**src/rtl/keypad_pkg.sv**
```systemverilog
// Shared types and helpers for the keypad scanner: FSM states, snapshot classes
// and the key-code width calculation.
package keypad_pkg;

   typedef enum logic [1:0] {
      SCAN_WAIT,
      DEBOUNCE,
      PRESSED
   } state_t;

   typedef enum logic [1:0] {
      EMPTY,
      SINGLE,
      MULTI
   } snap_class_t;

   function automatic int code_width(input int n);
      return (n > 1) ? $clog2(n) : 1;
   endfunction

endpackage

```
**src/rtl/keypad_row_sync.sv**
```systemverilog
// Two-flop synchroniser for the raw active-low row pins; resets to all ones
// so an idle (no key) keypad is what the scanner sees out of reset.
module keypad_row_sync #(
   parameter int WIDTH = 4
) (
   input  logic             clock,
   input  logic             reset_n,
   input  logic [WIDTH-1:0] async_in,
   output logic [WIDTH-1:0] sync_out
);

   logic [WIDTH-1:0] meta_reg;

   always_ff @(posedge clock or negedge reset_n) begin
      if (!reset_n) begin
         meta_reg <= '1;
         sync_out <= '1;
      end else begin
         meta_reg <= async_in;
         sync_out <= meta_reg;
      end
   end

endmodule

```
**src/rtl/keypad_scanner.sv**
```systemverilog
// Keypad column scanner with whole-scan debouncing and one report per press.
// Optional auto-repeat of a held key is enabled by defining KEYPAD_AUTOREPEAT_EN.
module keypad_scanner
   import keypad_pkg::*;
#(
   parameter int COLS           = 4,
   parameter int ROWS           = 4,
   parameter int SCAN_DIV       = 1000,
   parameter int DEBOUNCE_SCANS = 3,
   parameter int REPEAT_SCANS   = 20
) (
   input  logic                                clock,
   input  logic                                reset_n,
   input  logic                                scan_enable,
   input  logic [ROWS-1:0]                     row_sense,
   output logic [COLS-1:0]                     col_drive,
   output logic [code_width(ROWS*COLS)-1:0]    key_code,
   output logic                                key_valid,
   output logic                                key_held,
   output logic                                multi_key
);

   localparam int KEYS    = ROWS * COLS;
   localparam int CODE_W  = code_width(KEYS);
   localparam int COL_W   = code_width(COLS);
   localparam int DIV_W   = $clog2(SCAN_DIV);
   localparam int CNT_MAX = (DEBOUNCE_SCANS > REPEAT_SCANS) ? DEBOUNCE_SCANS : REPEAT_SCANS;
   localparam int CNT_W   = $clog2(CNT_MAX + 1);
   localparam logic [CNT_W-1:0] DEB_CNT = CNT_W'(DEBOUNCE_SCANS);

   logic [ROWS-1:0]   row_sync;
   logic              active_reg;
   logic [DIV_W-1:0]  div_reg;
   logic [COL_W-1:0]  col_reg;
   logic [KEYS-1:0]   snap_reg, snap_closed_reg, snap_next;
   logic              eval_reg;
   logic              dwell_end, scan_end;

   keypad_row_sync #(.WIDTH(ROWS)) u_row_sync (
      .clock    (clock),
      .reset_n  (reset_n),
      .async_in (row_sense),
      .sync_out (row_sync)
   );

   assign dwell_end = active_reg && (div_reg == DIV_W'(SCAN_DIV - 1));
   assign scan_end  = dwell_end && (col_reg == COL_W'(COLS - 1));

   genvar gi;
   generate
      for (gi = 0; gi < COLS; gi++) begin : g_col
         assign col_drive[gi] = !(active_reg && (col_reg == COL_W'(gi)));
      end
      // Bit row*COLS+col is set when that row reads low at the end of that column's dwell.
      for (gi = 0; gi < KEYS; gi++) begin : g_snap
         assign snap_next[gi] = snap_reg[gi] |
            (dwell_end && (col_reg == COL_W'(gi % COLS)) && !row_sync[gi / COLS]);
      end
   endgenerate

   always_ff @(posedge clock or negedge reset_n) begin
      if (!reset_n) begin
         active_reg      <= 1'b0;
         div_reg         <= '0;
         col_reg         <= '0;
         snap_reg        <= '0;
         snap_closed_reg <= '0;
         eval_reg        <= 1'b0;
      end else if (!scan_enable) begin
         active_reg      <= 1'b0;
         div_reg         <= '0;
         col_reg         <= '0;
         snap_reg        <= '0;
         snap_closed_reg <= '0;
         eval_reg        <= 1'b0;
      end else if (!active_reg) begin
         active_reg <= 1'b1;
      end else begin
         eval_reg <= scan_end;
         snap_reg <= scan_end ? '0 : snap_next;
         if (scan_end)
            snap_closed_reg <= snap_next;
         if (dwell_end) begin
            div_reg <= '0;
            col_reg <= (col_reg == COL_W'(COLS - 1)) ? '0 : col_reg + COL_W'(1);
         end else begin
            div_reg <= div_reg + DIV_W'(1);
         end
      end
   end

   snap_class_t       snap_class;
   logic [CODE_W-1:0] hit_code;
   logic [1:0]        hits;

   always_comb begin
      hits     = 2'd0;
      hit_code = '0;
      for (int i = 0; i < KEYS; i++) begin
         if (snap_closed_reg[i]) begin
            if (hits != 2'd2)
               hits = hits + 2'd1;
            hit_code = CODE_W'(i);
         end
      end
      snap_class = (hits == 2'd0) ? EMPTY : (hits == 2'd1) ? SINGLE : MULTI;
   end

   state_t            state_reg, state_next;
   logic [CODE_W-1:0] cand_reg, cand_next, code_next;
   logic [CNT_W-1:0]  count_reg, count_next, count_inc;
   logic [CNT_W-1:0]  rel_reg, rel_next, rel_inc;
   logic              valid_next, held_next, multi_next, accept;
`ifdef KEYPAD_AUTOREPEAT_EN
   logic [CNT_W-1:0]  rep_reg, rep_next, rep_inc;
   assign rep_inc = (rep_reg == '1) ? rep_reg : rep_reg + CNT_W'(1);
`endif

   assign count_inc = (count_reg == '1) ? count_reg : count_reg + CNT_W'(1);
   assign rel_inc   = (rel_reg == '1) ? rel_reg : rel_reg + CNT_W'(1);

   always_ff @(posedge clock or negedge reset_n) begin
      if (!reset_n) begin
         state_reg <= SCAN_WAIT;
         cand_reg  <= '0;
         count_reg <= '0;
         rel_reg   <= '0;
         key_code  <= '0;
         key_valid <= 1'b0;
         key_held  <= 1'b0;
         multi_key <= 1'b0;
`ifdef KEYPAD_AUTOREPEAT_EN
         rep_reg   <= '0;
`endif
      end else begin
         state_reg <= state_next;
         cand_reg  <= cand_next;
         count_reg <= count_next;
         rel_reg   <= rel_next;
         key_code  <= code_next;
         key_valid <= valid_next;
         key_held  <= held_next;
         multi_key <= multi_next;
`ifdef KEYPAD_AUTOREPEAT_EN
         rep_reg   <= rep_next;
`endif
      end
   end

   always_comb begin
      state_next = state_reg;
      cand_next  = cand_reg;
      count_next = count_reg;
      rel_next   = rel_reg;
      code_next  = key_code;
      held_next  = key_held;
      multi_next = multi_key;
      valid_next = 1'b0;
      accept     = 1'b0;
`ifdef KEYPAD_AUTOREPEAT_EN
      rep_next   = rep_reg;
`endif
      if (!scan_enable) begin
         state_next = SCAN_WAIT;
         count_next = '0;
         rel_next   = '0;
         held_next  = 1'b0;
         multi_next = 1'b0;
`ifdef KEYPAD_AUTOREPEAT_EN
         rep_next   = '0;
`endif
      end else if (eval_reg) begin
         multi_next = (snap_class == MULTI);
         case (state_reg)
            SCAN_WAIT: begin
               if (snap_class == SINGLE) begin
                  cand_next  = hit_code;
                  count_next = CNT_W'(1);
                  if (CNT_W'(1) >= DEB_CNT)
                     accept = 1'b1;
                  else
                     state_next = DEBOUNCE;
               end
            end
            DEBOUNCE: begin
               if (snap_class == SINGLE && hit_code == cand_reg) begin
                  count_next = count_inc;
                  if (count_inc >= DEB_CNT)
                     accept = 1'b1;
               end else if (snap_class == SINGLE) begin
                  cand_next  = hit_code;
                  count_next = CNT_W'(1);
               end else begin
                  state_next = SCAN_WAIT;
                  count_next = '0;
               end
            end
            PRESSED: begin
               // Any key activity during the release run restarts it.
               if (snap_class == EMPTY) begin
                  rel_next = rel_inc;
                  if (rel_inc >= DEB_CNT) begin
                     held_next  = 1'b0;
                     state_next = SCAN_WAIT;
                     rel_next   = '0;
                  end
               end else begin
                  rel_next = '0;
               end
`ifdef KEYPAD_AUTOREPEAT_EN
               if (snap_class == SINGLE && hit_code == key_code) begin
                  if (rep_inc >= CNT_W'(REPEAT_SCANS)) begin
                     valid_next = 1'b1;
                     rep_next   = '0;
                  end else begin
                     rep_next = rep_inc;
                  end
               end else begin
                  rep_next = '0;
               end
`endif
            end
            default: state_next = SCAN_WAIT;
         endcase
         if (accept) begin
            state_next = PRESSED;
            code_next  = cand_next;
            valid_next = 1'b1;
            held_next  = 1'b1;
            count_next = '0;
            rel_next   = '0;
`ifdef KEYPAD_AUTOREPEAT_EN
            rep_next   = '0;
`endif
         end
      end
   end

endmodule
```
**config.mk**
```make
export PLATFORM = sky130hd
export DESIGN_NAME = keypad_scanner
export DESIGN_NICKNAME = d
export VERILOG_FILES = /design/src/rtl/keypad_pkg.sv /design/src/rtl/keypad_row_sync.sv /design/src/rtl/keypad_scanner.sv
export SDC_FILE = /design/constraint.sdc
export NUM_CORES = 1
export LEC_CHECK = 0
export CELL_PAD_IN_SITES_DETAIL_PLACEMENT = 1
export CELL_PAD_IN_SITES_GLOBAL_PLACEMENT = 1
export CORE_MARGIN = 3
export CORE_UTILIZATION = 48
export DETAILED_ROUTE_END_ITERATION = 7
export GPL_TIMING_DRIVEN = 0
export PLACE_DENSITY = 0.79
export SLEW_MARGIN = 30
export SYNTH_ARGS = -nofsm -noshare
export SYNTH_HDL_FRONTEND = slang
export SYNTH_SLANG_ARGS = --single-unit
```
**constraint.sdc**
```tcl
create_clock -name clock -period 8.24 [get_ports clock]
set_input_delay 2.06 -clock clock [delete_from_list [all_inputs] [get_ports clock]]
set_output_delay 2.06 -clock clock [all_outputs]
set_load 0.02 [all_outputs]
```
# Word level (Yosys, flattened, before mapping)
# Cells that the tools add are included.
word_totals:
  mem_bits_rw: 0
  word_cells: 246
  out_inout_bits: 11
  in_bits: 7
  romBits: 0
  latchBits: 0
  memories: 0
  reg_bits: 77
op_classes:
  muxes: 107
  add_sub_neg: 19
  n_bitwise: 16
  reduce_logical: 46
  shift: 0
  order_cmp: 2
  div_mod_pow: 0
  n_eq_ne: 40
  n_mul: 0
ops:
  columns: ["op", "count"]
  rows:
  - ["16-bit 2-to-1 mux", 6]
  - ["2-bit 2-to-1 mux", 44]
  - ["5-bit 2-to-1 mux", 13]
  - ["4-bit 2-to-1 mux", 16]
  - ["2-bit by 1-bit adder with 2-bit output, second input constant", 16]
  - ["10-bit 2-to-1 mux", 3]
  - ["2-bit inequality test, second input constant", 15]
  - ["1-bit logical AND", 26]
  - ["1-bit 2-to-1 mux", 22]
  - ["4-bit inequality test, second input constant", 5]
  - ["1-bit bitwise OR", 16]
  - ["10-bit by 1-bit adder with 10-bit output, second input constant", 1]
  - ["5-bit by 1-bit adder with 5-bit output, second input constant", 2]
  - ["10-bit == test, second input constant", 1]
  - ["5-bit == test, second input constant", 2]
  - ["5-bit by 2-bit greater-or-equal comparator with 1-bit output, second input constant", 2]
  - ["5-bit one-hot mux with 2 select lines", 1]
  - ["3-bit by 1-bit inequality test with 1-bit output, second input constant", 3]
  - ["2-bit by 1-bit == test with 1-bit output, second input constant", 4]
  - ["2-bit == test, second input constant", 4]
  - ["1-bit logical NOT", 8]
  - ["2-bit logical NOT", 4]
  - ["2-bit by 1-bit inequality test with 1-bit output, second input constant", 4]
  - ["4-bit one-hot mux with 2 select lines", 1]
  - ["7 further kinds", 11]

# Depth between registers and ports, before layout
# Gate-level depths: netlist of the first run.
depth:
  depth_word: 58
  depth_mapped: 29
  ltp_nobuf: 28

# Modules after synthesis
# From an unflattened synthesis of the first run, not the netlist that was laid out.
unflattened:
  hier_cells: 589
  hier_area_um2: 5381.4
by_module_without_submodules:
  columns: ["mod", "n_inst", "cells_per_inst", "seq_area_each_um2", "area_each_um2"]
  rows:
  - ["keypad_scanner", 1, 581, 1726.7, 5171.2]
  - ["keypad_row_sync", 1, 8, 210.2, 210.2]

# Worst setup path before layout of the first run
# No wires, ideal clock.
synth_timing:
  path_type: "register to register"
  startpoint: "reg snap_closed_reg[0]"
  endpoint: "reg key_code[1]"
  slack_ps: 2090
  n_path_buf: 1
  arrival_time_ps: 6023
  synth_period_minus_slack_ps: 6150
  setup_time_ps: 128
  required_ps: 8112
  stages_incl_launch_ff: 29
  path_cell_list: "dfrtp_1 -> inv_1 -> ha_1 -> or4b_4 -> o211ai_1 -> a2111o_1 -> o211ai_1 -> or3_4 -> a211oi_4 -> and2_1 -> o21ai_1 -> and2_1 -> buf_2 -> xnor2_1 -> a221o_1 -> o22ai_2 -> xnor2_1 -> a21oi_1 -> nor2b_1 -> mux2i_1 -> ha_1 -> a21oi_1 -> ha_1 -> a21oi_1 -> a21o_4 -> nand3_4 -> or2_4 -> inv_2 -> mux2_1"
synth_via:
  elab_chain_cells: 56
  elab_cells_between_ends: 75
  classes_between: "15 x add/sub; 17 x eq/ne; 40 x mux; 3 x reduce/logical"
synth_rtl:
  columns: ["item", "line", "source"]
  rows:
  - ["start: declaration", "keypad_scanner.sv:35", "logic [KEYS-1:0] snap_reg, snap_closed_reg, snap_next;"]
  - ["start signal: assignment", "keypad_scanner.sv:82", "snap_closed_reg <= snap_next;"]
  - ["1-bit 2-to-1 mux *", "keypad_scanner.sv:100", "if (snap_closed_reg[i]) begin"]
  - ["2-bit by 1-bit adder with 2-bit output or 2-bit inequality test (tied branches)", "keypad_scanner.sv:102, keypad_scanner.sv:101", null]
  - ["2-bit 2-to-1 mux", "keypad_scanner.sv:101", "if (hits != 2'd2)"]
  - ["2-bit 2-to-1 mux *", "keypad_scanner.sv:100", null]
  - ["2-bit by 1-bit adder with 2-bit output or 2-bit inequality test (tied branches)", "keypad_scanner.sv:102, keypad_scanner.sv:101", null]
  - ["2-bit 2-to-1 mux", "keypad_scanner.sv:101", null]
  - ["2-bit 2-to-1 mux *", "keypad_scanner.sv:100", null]
  - ["2-bit by 1-bit adder with 2-bit output or 2-bit inequality test (tied branches)", "keypad_scanner.sv:102, keypad_scanner.sv:101", null]
  - ["[40 not listed]", null, null]
  - ["2-bit 2-to-1 mux *", "keypad_scanner.sv:106", "snap_class = (hits == 2'd0) ? EMPTY : (hits == 2'd1) ? SINGLE : MULTI;"]
  - ["2-bit by 1-bit == test with 1-bit output *", "keypad_scanner.sv:176, keypad_scanner.sv:186, keypad_scanner.sv:190", null]
  - ["1-bit logical AND", "keypad_scanner.sv:186", "if (snap_class == SINGLE && hit_code == cand_reg) begin"]
  - ["1-bit 2-to-1 mux", "keypad_scanner.sv:186", null]
  - ["1-bit 2-to-1 mux", "keypad_scanner.sv:174", "case (state_reg)"]
  - ["1-bit 2-to-1 mux", "keypad_scanner.sv:172", "end else if (eval_reg) begin"]
  - ["1-bit 2-to-1 mux", "keypad_scanner.sv:163", "if (!scan_enable) begin"]
  - ["3-bit AND reduction (no source line)", null, null]
  - ["end signal: assignment", "keypad_scanner.sv:140", "key_code <= code_next;"]
  - ["end: declaration", "keypad_scanner.sv:17", "output logic [code_width(ROWS*COLS)-1:0] key_code,"]
# Mark *: on every way between the ends. The rest lies on a longest branch, timed or not. The select of a mux whose other input is x is not followed.
# A chain may end at the register's enable or synchronous reset.

# Final worst setup path of the first run
layout_timing:
  startpoint: "reg snap_closed_reg[1]"
  endpoint: "reg key_code[1]"
layout_via:
  elab_chain_cells: 53
  elab_cells_between_ends: 87
  classes_between: "14 x add/sub; 17 x eq/ne; 53 x mux; 3 x reduce/logical"
layout_rtl:
  columns: ["item", "line"]
  rows:
  - ["2-bit 2-to-1 mux", "keypad_scanner.sv:100"]
  - ["2-bit by 1-bit adder with 2-bit output or 2-bit inequality test (tied branches)", "keypad_scanner.sv:102, keypad_scanner.sv:101"]
  - ["2-bit 2-to-1 mux", "keypad_scanner.sv:101"]
  - ["2-bit 2-to-1 mux", "keypad_scanner.sv:100"]
  - ["2-bit by 1-bit adder with 2-bit output or 2-bit inequality test (tied branches)", "keypad_scanner.sv:102, keypad_scanner.sv:101"]
  - ["2-bit 2-to-1 mux", "keypad_scanner.sv:101"]
  - ["2-bit 2-to-1 mux", "keypad_scanner.sv:100"]
  - ["2-bit by 1-bit adder with 2-bit output or 2-bit inequality test (tied branches)", "keypad_scanner.sv:102, keypad_scanner.sv:101"]
  - ["[36 not listed]", null]
  - ["2-bit 2-to-1 mux (2 in a row)", "keypad_scanner.sv:106"]
  - ["2-bit by 1-bit == test with 1-bit output", "keypad_scanner.sv:176, keypad_scanner.sv:186, keypad_scanner.sv:190"]
  - ["1-bit logical AND", "keypad_scanner.sv:186"]
  - ["1-bit 2-to-1 mux", "keypad_scanner.sv:186"]
  - ["1-bit 2-to-1 mux", "keypad_scanner.sv:174"]
  - ["1-bit 2-to-1 mux", "keypad_scanner.sv:172"]
  - ["1-bit 2-to-1 mux", "keypad_scanner.sv:163"]
  - ["3-bit AND reduction (no source line)", null]
# Parallel ways exist; a longest one is shown, timed or not. The select of a mux whose other input is x is not followed.

==> reports/metrics.yaml, run 1 <==
run_status:
  status: "finished, final reports clean"
global_routing:
  grt_overflow: 0
  grt_antenna_before_repair: 0
  grt_pass1_wl_mm: 22.7
  grt_max_degree: 41
  grt_pass1_vias: 4656
  grt.total_usage_pct: 24.0
layout:
  fillers: 1187
  drive_above_1_share_pct: 12.2
  final_util_pct: 56.1
  num_antenna_cells: 0
  multi_input_comb_area_sq_um: 2940
  regArea_sq_um: 1940
  stdcell_area_sq_um: 5640
  nNetsFinal: 612
  syn_to_final_growth_pct: 10.7
detailed_routing:
  routed.top_layer: "met4"
  wl_per_cell_microns: 17.8
  firstDrtPassIters: 4
  drt-met1-wl_mm: 5.86
  wl_met2_mm: 6.69
  drtAntennaViolNets: 0
  wl_met3_microns: 230
  vias: 4323
  drt_iter0_drc: 174
  viasPerCell: 5.93
  route.detailed.drc: 0
  wl_mm: 13.0
logic_synthesis:
  yosysSeqAreaShare_pct: 38.1
  synthArstFlopShare_pct: 100
  yosys_warnings: 0
  yosysTopAreaCell: "dfrtp_1"
  synthAdderAreaFrac_pct: 3.20
  synthSimpleGateAreaFrac_pct: 22.3
  synth.most_common_cell: "nor2_1"
  synth_top_area_share_pct: 33.9
  synthesis.instances: 563
  synth_cell_types: 89
  syn-cell-area_sq_um: 5090
  synth_edf_count: 0
  synth.area.top_cells: "dfrtp_1 (34%), nor2_1 (5.3%), dfstp_2 (4.1%)"
  synth_compound_gate_area_share_pct: 24.0
  synthFlopType: "dfrtp_1"
  synth_top_family_by_area: "compound AO/OA/AOI/OAI gates"
  muxShareOfSynthArea_pct: 3.86
  ys_seq_elements: 77
  syn_area_per_cell_sq_um: 9.04
  synth_xor_area_share_pct: 4.47
  yosys-top-cells-count: "nor2_1 (72), dfrtp_1 (69), nand2_1 (45)"
  synth_nets: 583
clocking:
  cts_hold_buf: 0
  cts_resized: 0
  cts_num_sinks: 77
  cts_buffer_depth: 2
  clk-insertion-delay-late_ns: 0.35
  cts_tree: "done"
  root_buffer: "clkbuf_8"
  post_cts.repair.setup_buffers: 0
  numCtsBuffers: 9
  cts.clk_slew.worst_paths_ns: 0.07
  htreeDepth: 3
sta:
  fin_crit_ns: 7.09
  fin_tns_setup_ns: 0
  skew_ns: 0.0138
  setup_viol: 0
  clock.fmax_ghz: 0.141
  worstMarginPinSlew_ns: 0.782
  final.period_utilization_pct: 86.1
  slew_viol_final: 0
  whs_ns: 0.360
  report.final.hold_viol_count: 0
  rsz0062_at_grt: "false"
  relSlewSlack_pct: 47.4
worst_setup_path:
  path_depth: 28
  cpPeakStageDelay_ns: 0.51
  crit_family: "compound AO/OA/AOI/OAI gates"
  cp.arrival_ns: 7.33
  cpMaxStageDelayCell: "nor4_1"
  cp_max_fo: 8
  crit_top_cell: "ha_1"
  cp.required_ns: 8.47
  crit_type: "reg -> reg"
  rrSetupSlack_ns: 1.15
  start_kind: "flip-flop"
  timing.critical_path.buf_inv: 2
  end_kind: "flip-flop"
  ff2ff_path_depth: 28
pwr:
  internal_power_mw: 0.537
  finalPower_mw: 0.688
  peakVddDrop_uv: 129
  p_sw_share_pct: 21.9
  clock_power_share_pct: 40.7
  p_comb_share_pct: 3.4
  switchingPower_mw: 0.151
  power_per_cell_area_nw_per_um2: 122
  p_leak_nw: 2.40
  seqPwrFrac_pct: 55.9
hold_path:
  worst_hold_path.num_cells: 0
  hp-class: "reg -> reg"
flow_run:
  max-cap-violations: 0
floorplan:
  die_x_microns: 109
  start_util_pct: 50.7
  design.portCount: 18
  die_area_sq_um: 11900
  coreArea_sq_um: 10000
  core.rowCount: 36
  die_h_microns: 109
placement:
  place_congestion: 0.860
  dpl_cell_area_sq_um: 5440
  io_buffers: 17
  dp_hpwl_mm: 9.72
==> placed cells by master, fill, tap and decap left out, types with 11 or more instances in the layout <==
cell | synthesis | routed
o22ai_1 | 17 | 17
dfrtp_1 | 69 | 69
clkbuf_1 | 21 | 23
nor2b_1 | 12 | 12
xnor2_1 | 14 | 14
nor3_1 | 17 | 17
inv_1 | 26 | 26
nand3_1 | 15 | 15
and2_1 | 11 | 11
ha_1 | 13 | 13
nor2_1 | 72 | 72
a21oi_1 | 29 | 29
nand2_1 | 45 | 45
clkdlybuf4s50_1 | 0 | 16
o21ai_0 | 17 | 17
==> stage by stage <==
stage                     std cells  setup slack [ns]
after floorplan                 563              2.09
after global placement          713              1.44
after detailed placement        714              1.27
after CTS                       729              1.22
after global routing            729             0.723
final                           729              1.15
==> routing by layer <==
layer | track usage [%] | vias to the layer above
met5 | 0 | -
met4 | 7.12 | 0
met3 | 3.08 | 15
met2 | 42.4 | 55
met1 | 30.6 | 2174
li1 | - | 2079
==> final cells by class <==
type | count | area share [%]
Clock inverter | 3 | 0.821
Buffer | 26 | 1.89
Tap cell | 133 | 2.95
Timing Repair Buffer | 18 | 3.33
Inverter | 28 | 1.87
Clock buffer | 12 | 2.58
Sequential cell | 77 | 34.4
Multi-Input combinational cell | 432 | 52.2
==> kinds of logic (layout without fill, tap and decap cells) <==
group,Yosys count,after routing
AND/OR/NAND/NOR,225,225
AO/OA/AOI/OAI,154,154
flip-flops,77,77
buffers and inverters,54,87
XOR/XNOR,23,23
multiplexers,17,17
adder cells (fa/ha/maj),13,13
==> final timing paths <==
| path | startpoint | to |
|---|---|---|
| hold / removal | u_row_sync.meta_reg[1] | u_row_sync.sync_out[1] |
| max in group asynchronous | reset_n | u_row_sync.sync_out[2] |
| setup / recovery | snap_closed_reg[1] | key_code[1] |
| min in group asynchronous | reset_n | div_reg[6] |
| setup reg to reg | snap_closed_reg[1] | key_code[1] |
| hold reg to reg | u_row_sync.meta_reg[1] | u_row_sync.sync_out[1] |
==> power groups by stage <==
stage | sequential (mW) | clock [mW] | combinational [mW]
2_1_floorplan | 0.391 | 0 | 0.00875
3_3_place_gp | 0.392 | 0 | 0.0223
3_5_place_dp | 0.392 | 0 | 0.0239
4_1_cts | 0.385 | 0.289 | 0.0240
5_1_grt | 0.385 | 0.307 | 0.0264
6_report | 0.385 | 0.280 | 0.0231
(Power assumes the default switching activity.)
==> inputs of run 2 (changes only) <==
- SKIP_CTS_REPAIR_TIMING: default -> 1
==> results of run 2 <==
No change in the layout: final DEF, timing and power equal those of run 1.
==> patch 1, RTL diff (settings of run 1) <==
Set the parameter `SCAN_DIV` to 500 (it was 1000).
--- a/src/rtl/keypad_scanner.sv
+++ b/src/rtl/keypad_scanner.sv
@@ -7,3 +7,3 @@
    parameter int ROWS           = 4,
-   parameter int SCAN_DIV       = 1000,
+   parameter int SCAN_DIV       = 500,
    parameter int DEBOUNCE_SCANS = 3,
Check against the original RTL: same outputs for any inputs over 10 cycles, from zero or initial values and one cycle with reset_n low; that may be too few to reach the edited logic, so the function may still have changed.
==> patch 1 against run 1 <==
  * Wire length rose by 22%
  * Area after synthesis increased by 11%
  * Worst setup slack worse by 670 ps
  * Non-clock buffer count increased by 14
  * Hold slack worse by 4.3 ps
  * Die area grew 10%
  * Total power grew 19%
  * Final area up 14%
  * Sequential cell count decreased by 1
  * Combinational power grew 98%
==> patch 1: results (changes against run 1) <==
Xor and xnor area share after synthesis - 3.075% (was 4.474%)
Syn Nets - 627 (was 583)
Dpl hpwl - 11650 um (was 9723 um)
Hold_ws - 356.1 ps (was 360.4 ps)
Multiplexer share of the synthesized area - 2.677% (was 3.859%)
Met3 WL - 442 um (was 230 um)
Via density - 6.345 (was 5.930)
Number of instances in the placed design - 768 (was 714)
First-pass GRT wire length - 27080 um (was 22740 um)
Leak - 0.002560 uW (was 0.002397 uW)
Max layer used - met4 (unchanged)
First-iteration detailed-routing DRC count - 285 (was 174)
Total GRT Usage - 25.20% (was 23.98%)
Adder-Cell Fraction of Synth Area - 2.876% (was 3.196%)
Root Buffer Master - clkbuf_16 (was clkbuf_8)
Sequential element share of the synthesized area - 33.81% (was 38.05%)
WHS Endpoint - u_row_sync.sync_out[0] (was u_row_sync.sync_out[1])
Clock skew - 12.32 ps (was 13.77 ps)
Max incr delay on CP - 630 ps (was 510 ps)
Routed len/inst - 20.00 um (was 17.83 um)
CP max-delay cell - o32ai_1 (was nor4_1)
Worst IR Drop VDD - 0.1180 mV (was 0.1295 mV)
Crit-path max FO - 7 (was 8)
Fill cell count - 1303 (was 1187)
Reg-to-reg setup timing slack - 480 ps (was 1150 ps)
Synth area leaders - dfrtp_1 (30%), nor2_1 (4.8%), dfstp_2 (3.7%), nand2_1 (3.0%), ha_1 (2.9%) (was dfrtp_1 (34%), nor2_1 (5.3%), dfstp_2 (4.1%), nand2_1 (3.3%), ha_1 (3.2%))
Vias in the first global route - 5268 (was 4656)
Pre-CTS setup slack - 221.1 ps (was 1266 ps)
Post-synthesis compound-gate area fraction - 30.80% (was 23.99%)
Hold Crit Start - u_row_sync.meta_reg[0] (was u_row_sync.meta_reg[1])
Netlist cell types - 113 (was 89)
Layout cells sized above 1 - 18.25% (was 12.25%)
Gpl congestion - 0.8686 (was 0.8601)
Vias - 5044 (was 4323)
Syn Inst Count - 607 (was 563)
Largest net degree at the start of global routing - 52 (was 41)
Slew @ Worst Pin - 641.3 ps (was 782.0 ps)
Clk Latency, worst-skew pair - 330 ps (was 350 ps)
Worst Setup SP - snap_closed_reg[1] (unchanged)
Worst setup endpoint - cand_reg[0] (was key_code[1])
Metal2 WL - 7841 um (was 6685 um)
Outcome - finished clean (unchanged)
Most common library cells after synthesis - nor2_1 (72), dfrtp_1 (68), nand2_1 (45), o21ai_0 (26), inv_1 (22) (was nor2_1 (72), dfrtp_1 (69), nand2_1 (45), a21oi_1 (29), inv_1 (26))
## patch 1: changes by cell type after synthesis, sizes merged, moves of 4 or more
cell    before  now
and3         6   11
xnor2       15    7
a21oi       29   25
o32ai        2    7
a211oi       8   15
o21ai       25   37
o21a         6    2
nor3        17   11
inv         27   23
## patch 1: cell families (layout without fill, tap and decap cells)
kind of cell               after synthesis  after routing
and+or+nand+nor                        236            236
buffers and inverters                   52             97
adders and majority gates               13             13
DFF                                     76             76
AOI/OAI and AO/OA                      201            201
muxes                                   13             13
xor gates and xnor gates                16             16
## patch 1: repair_timing
item | CTS | global route
endpoints found under the setup margin | 0 | 20
gates resized for setup | 0 | 10
setup buffers | 0 | 11
endpoints found under the hold margin | 0 | 0
## patch 1: cell type report
type,count,area [um2],area share (%)
multi-input cells,479,3568,55.31
inverters,23,86.33,1.338
clock inverters,5,55.05,0.8534
flip-flops and latches,76,1912,29.64
well taps,143,178.9,2.773
clock buffers,11,232.7,3.607
plain buffers,29,140.1,2.172
repair buffers,29,277.8,4.306
## patch 1: layer usage
layer  vias to the layer above  track usage [%]
met5                         -                0
met4                         0            5.780
met3                        22            3.436
met2                        83            41.91
met1                      2552            34.94
li1                       2387                -
## patch 1: stage by stage
step,util [%],area [um2]
floorplan,-,5655
global placement,52.36,6005
detailed placement,52.58,6030
CTS,55.09,6317
global route,56.26,6451
finish,56.26,6451
## patch 1: report_power, final
part,total (uW),internal [uW],switching (uW)
sequential,391,383,8.34
combinational,45.7,16.2,29.6
clock,381,234,148
total,818,632,186
==> patch 2, RTL diff (flow settings as in run 1) <==
Made on the original files. Register the inputs `scan_enable` and `row_sense` before use, without a reset. The logic sees them one clock later.
--- a/src/rtl/keypad_scanner.sv
+++ b/src/rtl/keypad_scanner.sv
@@ -30,2 +30,10 @@
 
+   logic scan_enable_q;
+   logic [ROWS-1:0] row_sense_q;
+
+   always_ff @(posedge clock) begin
+      scan_enable_q <= scan_enable;
+      row_sense_q   <= row_sense;
+   end
+
    logic [ROWS-1:0]   row_sync;
@@ -41,3 +49,3 @@
       .reset_n  (reset_n),
-      .async_in (row_sense),
+      .async_in (row_sense_q),
       .sync_out (row_sync)
@@ -68,3 +76,3 @@
          eval_reg        <= 1'b0;
-      end else if (!scan_enable) begin
+      end else if (!scan_enable_q) begin
          active_reg      <= 1'b0;
@@ -162,3 +170,3 @@
 `endif
-      if (!scan_enable) begin
+      if (!scan_enable_q) begin
          state_next = SCAN_WAIT;
Function: changed (a bounded check fails within 4 cycles, from zero or initial values and one cycle with reset_n low).
==> patch 2 against run 1 <==
  * Total power increased by 10%
  * Wire length increased by 8.8%
  * Via count increased by 8.0%
  * Count of clock-buffer cells in the layout decreased by 1
  * Sequential cell count increased by 5
  * Area after synthesis increased by 2.9%
  * Clock power increased by 15%
  * Fmax decreased by 6.4%
  * Worst setup slack got worse by 480 ps
  * Final area increased by 3.5%
  * Synthesized cell count increased by 3.7%
  * Largest power group unchanged
==> patch 2: results (changes against run 1) <==
Clock skew - 9.192 ps (was 13.77 ps)
Metal2 WL - 7079 um (was 6685 um)
Vias - 4670 (was 4323)
Drt pass-1 iters - 4 (unchanged)
Worst IR Drop VDD - 0.1011 mV (was 0.1295 mV)
Slew @ Worst Pin - 913.5 ps (was 782.0 ps)
Pre-CTS setup slack - 650.0 ps (was 1266 ps)
Leak - 0.002460 uW (was 0.002397 uW)
Async set-reset flop share out of synthesis - 93.90% (was 100.0%)
Outcome - finished clean (unchanged)
Met3 WL - 317 um (was 230 um)
Tmin final - 7576 ps (was 7094 ps)
Gpl congestion - 0.8956 (was 0.8601)
Synth Warn # - 0 (unchanged)
CP max-delay cell - nor3b_1 (was nor4_1)
GRT met2 Usage - 40.61% (was 42.41%)
Hold Crit Start - row_sense_q[3] (was u_row_sync.meta_reg[1])
Clk Latency, worst-skew pair - 360 ps
Crit-path max FO - 9 (was 8)
Syn Inst Count - 584 (was 563)
Total GRT Usage - 23.63% (was 23.98%)
Antenna diodes - 0 (unchanged)
Routing usage on met3 - 2.904% (was 3.079%)
WHS Endpoint - u_row_sync.meta_reg[3] (was u_row_sync.sync_out[1])
Number of instances in the placed design - 738 (was 714)
Clock tree buffer depth - 2 (unchanged)
Most common library cells after synthesis - dfrtp_1 (69), nor2_1 (58), nand2_1 (49), a21oi_1 (29), inv_1 (28) (was nor2_1 (72), dfrtp_1 (69), nand2_1 (45), a21oi_1 (29), inv_1 (26))
Worst setup endpoint - key_code[0] (was key_code[1])
Dpl cell area - 5598 um2 (was 5444 um2)
Dpl hpwl - 10450 um (was 9723 um)
Syn Nets - 604 (was 583)
Worst Path Arrival - 7820 ps (was 7330 ps)
Largest net degree at the start of global routing - 42 (was 41)
Reg-to-reg setup timing slack - 660 ps (was 1150 ps)
Vias in the first global route - 4865 (was 4656)
Met1 Use GR - 31.36% (was 30.56%)
Final WL - 14150 um (was 13000 um)
Hold_ws - 297.8 ps (was 360.4 ps)
Layout cells sized above 1 - 9.547% (was 12.25%)
Max incr delay on CP - 440 ps (was 510 ps)
First-iteration detailed-routing DRC count - 278 (was 174)
First-pass GRT wire length - 24250 um (was 22740 um)
Sequential element share of the synthesized area - 38.87% (was 38.05%)
Routed len/inst - 18.76 um (was 17.83 um)
Synth area leaders - dfrtp_1 (33%), nor2_1 (4.2%), dfstp_2 (4.0%), nand2_1 (3.5%), ha_1 (3.1%) (was dfrtp_1 (34%), nor2_1 (5.3%), dfstp_2 (4.1%), nand2_1 (3.3%), ha_1 (3.2%))
CP Class - flop to flop (unchanged)
Antenna violations before repair - 0 (unchanged)
Fin nets - 633 (was 612)
Worst reg2reg path depth - 28 (unchanged)
Netlist cell types - 82 (was 89)
Top cell type's share of synthesized area - 32.95% (was 33.92%)
Wl on met1 - 6507 um (was 5861 um)
Num CTS Buffers - 9 (unchanged)
Reg2reg start - snap_closed_reg[1] (unchanged)
-- patch 2: cell count changes after synthesis, sizes merged, moves of 5 or more --
| cell | run 1 | this run |
|---|---|---|
| nor2b | 12 | 7 |
| mux2i | 8 | 14 |
| and3 | 6 | 11 |
| nor2 | 73 | 58 |
| a31oi | 6 | 13 |
| o21ai | 25 | 31 |
| nand2b | 11 | 5 |
| dfxtp | 0 | 5 |
-- patch 2: critical path, delay by kind of cell, from the launching register on --
| kind | cells | cell delay [ps] |
|---|---|---|
| AOI/OAI and AO/OA | 13 | 3200 |
| and+or+nand+nor | 9 | 2030 |
| adders and majority gates | 3 | 1020 |
| muxes | 2 | 690 |
| DFF | 1 | 400 |
| buffers and inverters | 1 | 90 |
-- patch 2: what timing repair did --
item | CTS | global route
setup endpoints to repair | 0 | 8
hold buffers | 0 | 0
resized for setup | 0 | 3
-- patch 2: kinds of logic after synthesis --
family / Yosys count / share of synthesized area, %
AOI/OAI and AO/OA: 182 / 25.17
xor gates and xnor gates: 23 / 4.489
adders and majority gates: 13 / 3.104
buffers and inverters: 54 / 3.916
DFF: 82 / 38.87
muxes: 19 / 3.749
and+or+nand+nor: 211 / 20.70
-- patch 2: cell type report --
cell class / instances / area, um2
Buffer: 25 / 96.34
Clock buffer: 11 / 141.4
Clock inverter: 5 / 77.57
Fill cell: 1252 / 4629
Inverter: 29 / 108.9
Multi-Input combinational cell: 448 / 3014
Sequential cell: 82 / 2037
Tap cell: 136 / 170.2
Timing Repair Buffer: 18 / 187.7
-- patch 2: power by group --
| part | leakage [uW] | switching, uW | total (uW) | internal [uW] |
|---|---|---|---|---|
| registers | 0.00109 | 2.38 | 410 | 408 |
| clock network | 0.000109 | 145 | 323 | 178 |
| logic | 0.00126 | 17.5 | 24.0 | 6.46 |
| total | 0.00246 | 165 | 757 | 592 |
